==> config.mk <==
export PLATFORM = sky130hd
export DESIGN_NAME = pwl_transform_engine
export DESIGN_NICKNAME = d
export VERILOG_FILES = /design/src/rtl/pwl_transform_engine.sv
export SDC_FILE = /design/constraint.sdc
export NUM_CORES = 2
export LEC_CHECK = 0
export CAP_MARGIN = 25
export CORE_ASPECT_RATIO = 0.8
export CORE_MARGIN = 2
export CORE_UTILIZATION = 30
export CTS_BUF_LIST = sky130_fd_sc_hd__clkbuf_4 sky130_fd_sc_hd__clkbuf_8
export CTS_CLUSTER_DIAMETER = 120
export CTS_CLUSTER_SIZE = 40
export DETAILED_ROUTE_END_ITERATION = 10
export GPL_TIMING_DRIVEN = 0
export PLACE_DENSITY_LB_ADDON = 0.25
export SLEW_MARGIN = 25
export SYNTH_ARGS = -nofsm -noshare
export SYNTH_HDL_FRONTEND = slang
export SYNTH_SLANG_ARGS = --single-unit
==> constraint.sdc <==
create_clock -name clock -period 6.64 [get_ports clock]
set_clock_uncertainty 0.1 [all_clocks]
set_input_delay 1.328 -clock clock [delete_from_list [all_inputs] [get_ports clock]]
set_output_delay 1.328 -clock clock [all_outputs]
set_load 0.02 [all_outputs]
==> src/rtl/pwl_transform_engine.sv <==
// Runtime-reprogrammable piecewise-linear transfer function: a pending M/C table, a
// sequential slope divider, atomic bank commit and a 3-stage mapping pipeline.
// Optional build macro PWL_ROUND_EN selects round-half-up in the final scaling shift.
module pwl_transform_engine #(
  parameter int DSIZE    = 12,
  parameter int DT_I     = 8,
  parameter int DT_D     = 4,
  parameter int SEG_LOG2 = 4
) (
  input  logic                clock,
  input  logic                rst_n,
  input  logic                tbl_wr,
  input  logic [SEG_LOG2-1:0] tbl_addr,
  input  logic [DSIZE-1:0]    tbl_m,
  input  logic [DSIZE-1:0]    tbl_c,
  input  logic                cal_begin,
  output logic                cal_busy,
  output logic                cal_valid,
  input  logic                in_valid,
  input  logic [DSIZE-1:0]    indata,
  output logic                out_valid,
  output logic [DSIZE-1:0]    outdata
);

  localparam int NSEG = 1 << SEG_LOG2;
  localparam int Q    = DT_I + DT_D;
  localparam int RW   = DSIZE + Q;
  localparam int PW   = DSIZE + Q + 1;
  localparam int CW   = $clog2(Q);
  localparam logic signed [PW:0] SUM_MAX = (PW+1)'((1 << DSIZE) - 1);
`ifdef PWL_ROUND_EN
  localparam logic signed [PW:0] RND = (PW+1)'(1 << (DT_D - 1));
`else
  localparam logic signed [PW:0] RND = '0;
`endif

  typedef enum logic [1:0] {S_IDLE, S_LOAD, S_DIV, S_COMMIT} state_e;

  state_e                state_q, state_d;
  logic [SEG_LOG2-1:0]   idx_q, idx_d;
  logic [CW-1:0]         cnt_q, cnt_d;
  logic [RW-1:0]         rem_q, rem_d, dv_q, dv_d;
  logic [Q-2:0]          quo_q, quo_d;
  logic                  neg_q, neg_d, dpos_q, dpos_d;
  logic                  cal_valid_q, cal_valid_d;

  logic [DSIZE-1:0]      m_p_q [NSEG];
  logic [DSIZE-1:0]      c_p_q [NSEG];
  logic signed [Q-1:0]   slope_p_q [NSEG];
  logic [DSIZE-1:0]      m_a_q [NSEG];
  logic [DSIZE-1:0]      c_a_q [NSEG];
  logic signed [Q-1:0]   slope_a_q [NSEG];

  logic signed [DSIZE:0] dm, dc;
  logic [DSIZE-1:0]      abs_dc;
  logic                  ge, last_bit;
  logic [Q-1:0]          quo_n, mag;
  logic signed [Q-1:0]   slope_fin;

  always_comb begin
    state_d     = state_q;
    idx_d       = idx_q;
    cnt_d       = cnt_q;
    rem_d       = rem_q;
    dv_d        = dv_q;
    quo_d       = quo_q;
    neg_d       = neg_q;
    dpos_d      = dpos_q;
    cal_valid_d = cal_valid_q;
    dm          = $signed({1'b0, m_p_q[idx_q + 1'b1]}) - $signed({1'b0, m_p_q[idx_q]});
    dc          = $signed({1'b0, c_p_q[idx_q + 1'b1]}) - $signed({1'b0, c_p_q[idx_q]});
    abs_dc      = DSIZE'((dc < 0) ? -dc : dc);
    ge          = rem_q >= dv_q;
    quo_n       = {quo_q, ge};
    // A set top quotient bit means |slope| >= 2^(Q-1): clamp to the largest magnitude.
    mag         = quo_n[Q-1] ? {1'b0, {(Q-1){1'b1}}} : quo_n;
    slope_fin   = !dpos_q ? '0 : (neg_q ? $signed(-mag) : $signed(mag));
    last_bit    = cnt_q == CW'(Q - 1);
    case (state_q)
      S_IDLE: begin
        if (cal_begin) begin
          state_d = S_LOAD;
          idx_d   = '0;
        end
      end
      S_LOAD: begin
        neg_d   = dc < 0;
        dpos_d  = dm > 0;
        rem_d   = RW'(abs_dc) << DT_D;
        dv_d    = (dm > 0) ? (RW'(dm[DSIZE-1:0]) << (Q - 1)) : '0;
        quo_d   = '0;
        cnt_d   = '0;
        state_d = S_DIV;
      end
      S_DIV: begin
        rem_d = ge ? rem_q - dv_q : rem_q;
        dv_d  = dv_q >> 1;
        quo_d = quo_n[Q-2:0];
        cnt_d = cnt_q + 1'b1;
        if (last_bit) begin
          if (idx_q == SEG_LOG2'(NSEG - 2)) begin
            state_d = S_COMMIT;
          end else begin
            idx_d   = idx_q + 1'b1;
            state_d = S_LOAD;
          end
        end
      end
      S_COMMIT: begin
        cal_valid_d = 1'b1;
        state_d     = S_IDLE;
      end
      default: state_d = S_IDLE;
    endcase
  end

  always_ff @(posedge clock or negedge rst_n) begin
    if (!rst_n) begin
      state_q     <= S_IDLE;
      idx_q       <= '0;
      cnt_q       <= '0;
      rem_q       <= '0;
      dv_q        <= '0;
      quo_q       <= '0;
      neg_q       <= 1'b0;
      dpos_q      <= 1'b0;
      cal_valid_q <= 1'b0;
    end else begin
      state_q     <= state_d;
      idx_q       <= idx_d;
      cnt_q       <= cnt_d;
      rem_q       <= rem_d;
      dv_q        <= dv_d;
      quo_q       <= quo_d;
      neg_q       <= neg_d;
      dpos_q      <= dpos_d;
      cal_valid_q <= cal_valid_d;
    end
  end

  // Pending bank: host writes only while idle, slopes land as each divide finishes.
  always_ff @(posedge clock or negedge rst_n) begin
    if (!rst_n) begin
      for (int i = 0; i < NSEG; i++) begin
        m_p_q[i]     <= '0;
        c_p_q[i]     <= '0;
        slope_p_q[i] <= '0;
      end
    end else begin
      if (tbl_wr && state_q == S_IDLE) begin
        m_p_q[tbl_addr] <= tbl_m;
        c_p_q[tbl_addr] <= tbl_c;
      end
      if (state_q == S_DIV && last_bit) slope_p_q[idx_q] <= slope_fin;
    end
  end

  always_ff @(posedge clock or negedge rst_n) begin
    if (!rst_n) begin
      for (int i = 0; i < NSEG; i++) begin
        m_a_q[i]     <= '0;
        c_a_q[i]     <= '0;
        slope_a_q[i] <= '0;
      end
    end else if (state_q == S_COMMIT) begin
      for (int i = 0; i < NSEG; i++) begin
        m_a_q[i]     <= m_p_q[i];
        c_a_q[i]     <= c_p_q[i];
        slope_a_q[i] <= (i == NSEG - 1) ? '0 : slope_p_q[i];
      end
    end
  end

  // Streaming path has no backpressure: a sample is taken whenever in_valid is high
  // and emerges three cycles later with out_valid high; there is no ready.
  logic [SEG_LOG2-1:0]   seg1_d;
  logic [DSIZE-1:0]      off1_d;
  logic                  below;
  logic                  v1_q, v2_q, v3_q;
  logic [DSIZE-1:0]      off1_q, c1_q, c2_q, out_q, res_d;
  logic signed [Q-1:0]   sl1_q;
  logic signed [PW-1:0]  prod_d, prod2_q;
  logic signed [PW:0]    pr, sum;

  always_comb begin
    seg1_d = '0;
    for (int i = 0; i < NSEG; i++) begin
      if (m_a_q[i] <= indata) seg1_d = SEG_LOG2'(i);
    end
    below = indata < m_a_q[0];
    if (below) seg1_d = '0;
    off1_d = below ? '0 : indata - m_a_q[seg1_d];
  end

  always_comb begin
    prod_d = PW'($signed({1'b0, off1_q})) * PW'(sl1_q);
    pr     = (PW+1)'(prod2_q) + RND;
    sum    = (pr >>> DT_D) + $signed((PW+1)'(c2_q));
    if (sum < 0)             res_d = '0;
    else if (sum > SUM_MAX)  res_d = '1;
    else                     res_d = sum[DSIZE-1:0];
  end

  always_ff @(posedge clock or negedge rst_n) begin
    if (!rst_n) begin
      v1_q    <= 1'b0;
      v2_q    <= 1'b0;
      v3_q    <= 1'b0;
      off1_q  <= '0;
      c1_q    <= '0;
      sl1_q   <= '0;
      c2_q    <= '0;
      prod2_q <= '0;
      out_q   <= '0;
    end else begin
      v1_q    <= in_valid;
      off1_q  <= off1_d;
      c1_q    <= c_a_q[seg1_d];
      sl1_q   <= slope_a_q[seg1_d];
      v2_q    <= v1_q;
      c2_q    <= c1_q;
      prod2_q <= prod_d;
      v3_q    <= v2_q;
      out_q   <= res_d;
    end
  end

  assign cal_busy  = state_q != S_IDLE;
  assign cal_valid = cal_valid_q;
  assign out_valid = v3_q;
  assign outdata   = out_q;

endmodule

=== Word level (Yosys, flattened, before mapping) ===
Cells that the tools add are included.

* Add/sub/neg operators: 9
* Multiply operators: 1
* $lt $le $gt $ge: 27
* Eq/ne operators: 9
* Mux-type cells: 65
* Bitwise logic cells: 4
* Reduce and logical (&&, ||, !) cells: 11

{| class="wikitable"
|+ Operators with widths
! operator !! number
|-
| $bwmux 192 || 3
|-
| $bmux 12 s4 || 7
|-
| $mux 12 || 22
|-
| $le 12x12->1 || 15
|-
| $demux 12 s4 || 2
|-
| $pmux 24 s2 || 2
|-
| $mux 4 || 18
|-
| $sub 12x12->13 || 2
|-
| $mul 13x12->25 || 1
|-
| $ge 24x24->1 || 1
|-
| $mux 24 || 1
|-
| $sub 24x24->24 || 1
|-
| $mux 23 || 1
|-
| $add 21x13->22 || 1
|-
| $gt 22x13->1 const B || 1
|-
| $lt 22x1->1 const B || 1
|-
| $pmux 11 s2 || 1
|-
| $ge 5x5->1 const B || 4
|-
| $not 4->5 || 4
|-
| $pmux 4 s2 || 2
|-
| $gt 13x1->1 const B || 1
|-
| $lt 13x1->1 const B || 1
|-
| $lt 12x12->1 || 1
|-
| $neg 11->12 || 1
|-
| other kinds (17) || 32
|}

* Register bits after elaboration: 1300
* Logic and storage cells: 239

=== Depth between registers and ports, before layout ===
* Depth in word-level cells: 23
* Mapped depth: 30
* Gate-level depth less buffers: 28

=== Least setup slack after synthesis ===
No wires, ideal clock.

* Path type: input -> register
* Start: in indata[7]
* End: reg off1_q[11]
* Setup time: 78 ps
* Data arrival time: 7016 ps
* Slack: -554 ps
* Cell stages on the path: 27
* Path through: inv_1 -> ha_1 -> and3_1 -> a221o_1 -> a221o_1 -> o22a_1 -> nand2_1 -> o221ai_2 -> a21oi_4 -> buf_2 -> clkbuf_1 -> mux2i_1 -> o32ai_1 -> a2111oi_1 -> ha_1 -> nor2b_1 -> o21ai_0 -> a21oi_1 -> o21ai_0 -> a21oi_1 -> o21ai_0 -> nand2b_1 -> a311o_1 -> o211ai_1 -> xnor2_1 -> or3_1 -> a21oi_1

* Cells in the longest elaborated chain, start to end: 23
* Elaborated cells on any way between the ends: 38
* Those cells by class: add/sub (1); order compare (16); mux (20); bitwise (1)

{| class="wikitable"
|+ RTL lines
! what !! RTL line !! RTL
|-
| start: declaration || 20 || <nowiki>input logic [DSIZE-1:0] indata,</nowiki>
|-
| $le 12x12->1 || 188 || <nowiki>if (m_a_q[i] <= indata) seg1_d = SEG_LOG2'(i);</nowiki>
|-
| $mux 1 || 188 ||
|-
| $mux 4 (14 in series) || 188 ||
|-
| $mux 4 || 191 || <nowiki>if (below) seg1_d = '0;</nowiki>
|-
| $not 4->5 (implied by the code) || 192 || <nowiki>off1_d = below ? '0 : indata - m_a_q[seg1_d];</nowiki>
|-
| $bmux 12 s4 || 192 ||
|-
| $mux 12 (implied by the code) (2 in series) || 192 ||
|-
| $sub 12x12->12 || 192 ||
|-
| $mux 12 (*) || 192 ||
|-
| named net off1_d[11] || 177 || <nowiki>logic [DSIZE-1:0] off1_d;</nowiki>
|-
| end signal: assignment || 209 || <nowiki>off1_q <= '0;</nowiki>
|-
| end signal: assignment || 217 || <nowiki>off1_q <= off1_d;</nowiki>
|-
| end: declaration || 180 || <nowiki>logic [DSIZE-1:0] off1_q, c1_q, c2_q, out_q, res_d;</nowiki>
|}

Mark *: on every way through the listed nets, which the timed path passes. The rest lies on a longest branch. The select of a mux whose other input is x is not followed.
A chain may end at the register's enable or synchronous reset.

=== Worst setup path after layout ===
Same ends and word-level chain as after synthesis.

==> impl_metrics.json <==
{
  "num_rows": 157,
  "ys_ff_latch": 1283,
  "critical_path.top_delay_family": "compound AO/OA/AOI/OAI gates",
  "swShare": 0.489,
  "drt-initial-drc-count": 5670,
  "synth_cell_type_count": 83,
  "fin_tns_setup_ps": -121,
  "dp_hpwl_mm": 199,
  "syn-cell-area_um2": 69400,
  "core_um2": 229000,
  "async_flop_share": 1.00,
  "clock_tree.buffer_depth": 3,
  "slew_violations": 0,
  "slowest_delay_ps": 380,
  "seq_area_frac_synth": 0.463,
  "clk_latency_ps": 950,
  "worstMarginPinSlew_ps": 1200,
  "fmax_mhz": 148,
  "critPathRequiredTime_ps": 7310,
  "clock-sinks": 1283,
  "tritoncts": "done",
  "gp_congestion": 0.972,
  "synthFlopType": "dfrtp_1",
  "syn_inst": 5720,
  "n_fill_cell": 22700,
  "critPathArrivalTime_ps": 7430,
  "clkTransAtPathRegs_ps": 230,
  "gr-usage-met1": 0.319,
  "grt_util_met3": 0.0522,
  "rsz0062_at_grt": "yes",
  "wl_per_cell_um": 28.7,
  "die_w_um": 542,
  "pwr-share-seq": 0.312,
  "area_growth_pct": 11.5,
  "nNetsFinal": 6412,
  "detail-route-antenna-nets": 0,
  "power_frac_comb": 0.608,
  "whs_ps": 142,
  "slew_headroom": 0.197,
  "crit_path_frequent_cell": "buf_4",
  "power.density_nw_per_um2": 537,
  "drive_gt1_frac": 0.274,
  "cts_buffers": 43,
  "synth_edf_count": 0,
  "grt_pass1_wl_mm": 366,
  "post-route-period-util": 1.02,
  "finalHoldViolCount": 0,
  "io_pins": 60,
  "grt.met2_usage": 0.308,
  "violations": "setup timing",
  "period_needed_ps": 6760,
  "worstSetupPathType": "primary input to register",
  "synth_nets": 6217,
  "start_util": 0.303,
  "setup_viol": 1,
  "critical_path.max_fanout": 13,
  "cts_root_buffer": "clkbuf_8",
  "gr-total-overflow": 0,
  "avgSynthCellArea_um2": 12.1,
  "critPathSlowestCell": "buf_4",
  "hp-class": "primary input to async pin",
  "endpoint_kind": "register",
  "cap_violations": 0,
  "h-tree-depth": 2,
  "final_cell_count_no_fill": 8958,
  "numPortBuffers": 59,
  "vias": 49700,
  "dp_cells": 8818,
  "drt_pre_antenna_iters": 6,
  "grt_pass1_vias": 48600,
  "die_h_um": 434,
  "vias_per_cell": 5.55,
  "grt_util_all_layers": 0.216,
  "clock_power_share": 0.080,
  "yosysWarningCount": 0,
  "intPower_uw": 21200,
  "layout_setup_ws_ps": -121,
  "wl_mm": 257,
  "antenna_found_initial": 33,
  "power.leakage_uw": 0.0339,
  "dieArea_um2": 235000,
  "startpoint_type": "primary input",
  "busiest_layer": "met1",
  "switchingPower_uw": 20300,
  "peakVddDrop_uv": 477,
  "drc": 0,
  "status": "finished, violations left",
  "grt_max_degree": 141,
  "path_buf_inv": 8
}
## sequential cells by signal, indices dropped and copies added (netlist names), 11 cells and up
register / count
c_p_q: 192
dv_q: 23
m_p_q: 192
sl1_q: 12
quo_q: 11
off1_q: 12
prod2_q: 21
outdata: 12
slope_a_q: 180
c1_q: 12
rem_q: 24
m_a_q: 192
c2_q: 12
c_a_q: 192
slope_p_q: 180
## power by group through the flow
stage | combinational, µW | sequential, µW | clock [µW]
2_1_floorplan | 15600 | 11400 | 0
3_3_place_gp | 23600 | 12900 | 0
3_5_place_dp | 23900 | 12900 | 0
4_1_cts | 24800 | 12700 | 3420
5_1_grt | 27300 | 13100 | 3660
6_report | 25200 | 13000 | 3310
## layout by cell type, fill, tap and decap left out, types with 42 or more instances in the layout
cell type and count:
clkbuf_8 47, mux4_2 240, nand2_1 576, inv_1 266
nor2_1 100, mux2_2 936, ha_1 324, nand3_1 74
clkbuf_2 53, o21ai_0 312, buf_4 85, dfrtp_1 1282
a21oi_1 158, mux2i_1 61, clkdlybuf4s50_1 46, a31oi_1 66
o221ai_1 96, a21o_1 42, clkbuf_1 215, nand4_1 49
and2_1 65, xnor2_1 58, fa_1 105
## through the flow
stage,utilization,power [µW],setup WS [ps],instance area (µm²)
final,0.337,41500,-121,77300
after global routing,0.337,44100,-228,77300
after CTS,0.334,41000,-6.43,76500
after detailed placement,0.324,36800,-3640,74400
after global placement,0.322,36400,-55460,73900
after floorplan,-,27100,-12.2,69500
## worst paths after layout
kind                                  from  cells after the start  slack (ps)          to
worst max register to register  m_a_q[189]                     28         100  off1_q[11]
max in group asynchronous            rst_n                      4        4080   off1_q[7]
worst max-delay path             indata[7]                     31        -120  off1_q[11]
worst min-delay path                 rst_n                      1         140    c_a_q[5]
worst min register to register     c1_q[1]                      0         280     c2_q[1]
min in group clock                 c1_q[1]                      0         280     c2_q[1]
## synth_stat cells, types with 61 or more instances
library cell,instances,share of area
and2_1,68,0.0061
o21ai_0,323,0.023
mux2i_1,64,0.0092
xnor2_1,61,0.0077
ha_1,346,0.062
mux4_2,240,0.078
fa_1,106,0.031
a31oi_1,73,0.0066
clkbuf_1,299,0.016
a21oi_1,178,0.013
nor2_1,110,0.0060
mux2_2,936,0.15
o221ai_1,99,0.013
nand3_1,76,0.0055
dfrtp_1,1283,0.46
inv_1,277,0.015
nand2_1,580,0.031
## per-layer routing
layer	vias to the layer above	routed length, µm
met5	-	146
met4	24	10000
met3	352	23600
met2	1971	106000
met1	26300	117000
li1	21100	-
## cell families (layout without fill, tap and decap cells)
logic type,count (synthesis),after routing,share of synthesized area
AO/OA/AOI/OAI,938,938,0.0862
XOR/XNOR,87,87,0.0110
adder cells (fa/ha/maj),452,452,0.0930
buffers and inverters,636,842,0.0353
flip-flops,1283,1283,0.463
multiplexers,1245,1245,0.240
other,0,11,0
AND/OR/NAND/NOR,1079,1079,0.0716
## worst reg2reg max path: cells and delay by family (launching register included)
family                     cells  cell delay (ps)
AOI/OAI and AO/OA             16             3200
and+or+nand+nor                5             1270
buffers and inverters          4              760
adders and majority gates      2              490
DFF                            1              430
xor gates and xnor gates       1              160
## final cells by class
cell class	instances	area, µm²	area share
flip-flops and latches	1283	32100	0.415
inverters	278	1080	0.0140
repair buffers	163	1800	0.0233
plain buffers	345	1860	0.0241
clock inverters	13	260	0.00337
clock buffers	43	592	0.00765
diodes	11	27.5	0.000356
well taps	3021	3780	0.0489
multi-input cells	3801	35800	0.463
## what timing repair did
item | CTS | global route
setup endpoints to repair | 51 | 32
resized for setup | 254 | 136
setup buffers | 58 | 27
hold buffers | 0 | 0
pin swaps | 34 | 45
cloned | 0 | 1
Note: power is estimated with default switching activity, not from simulation.
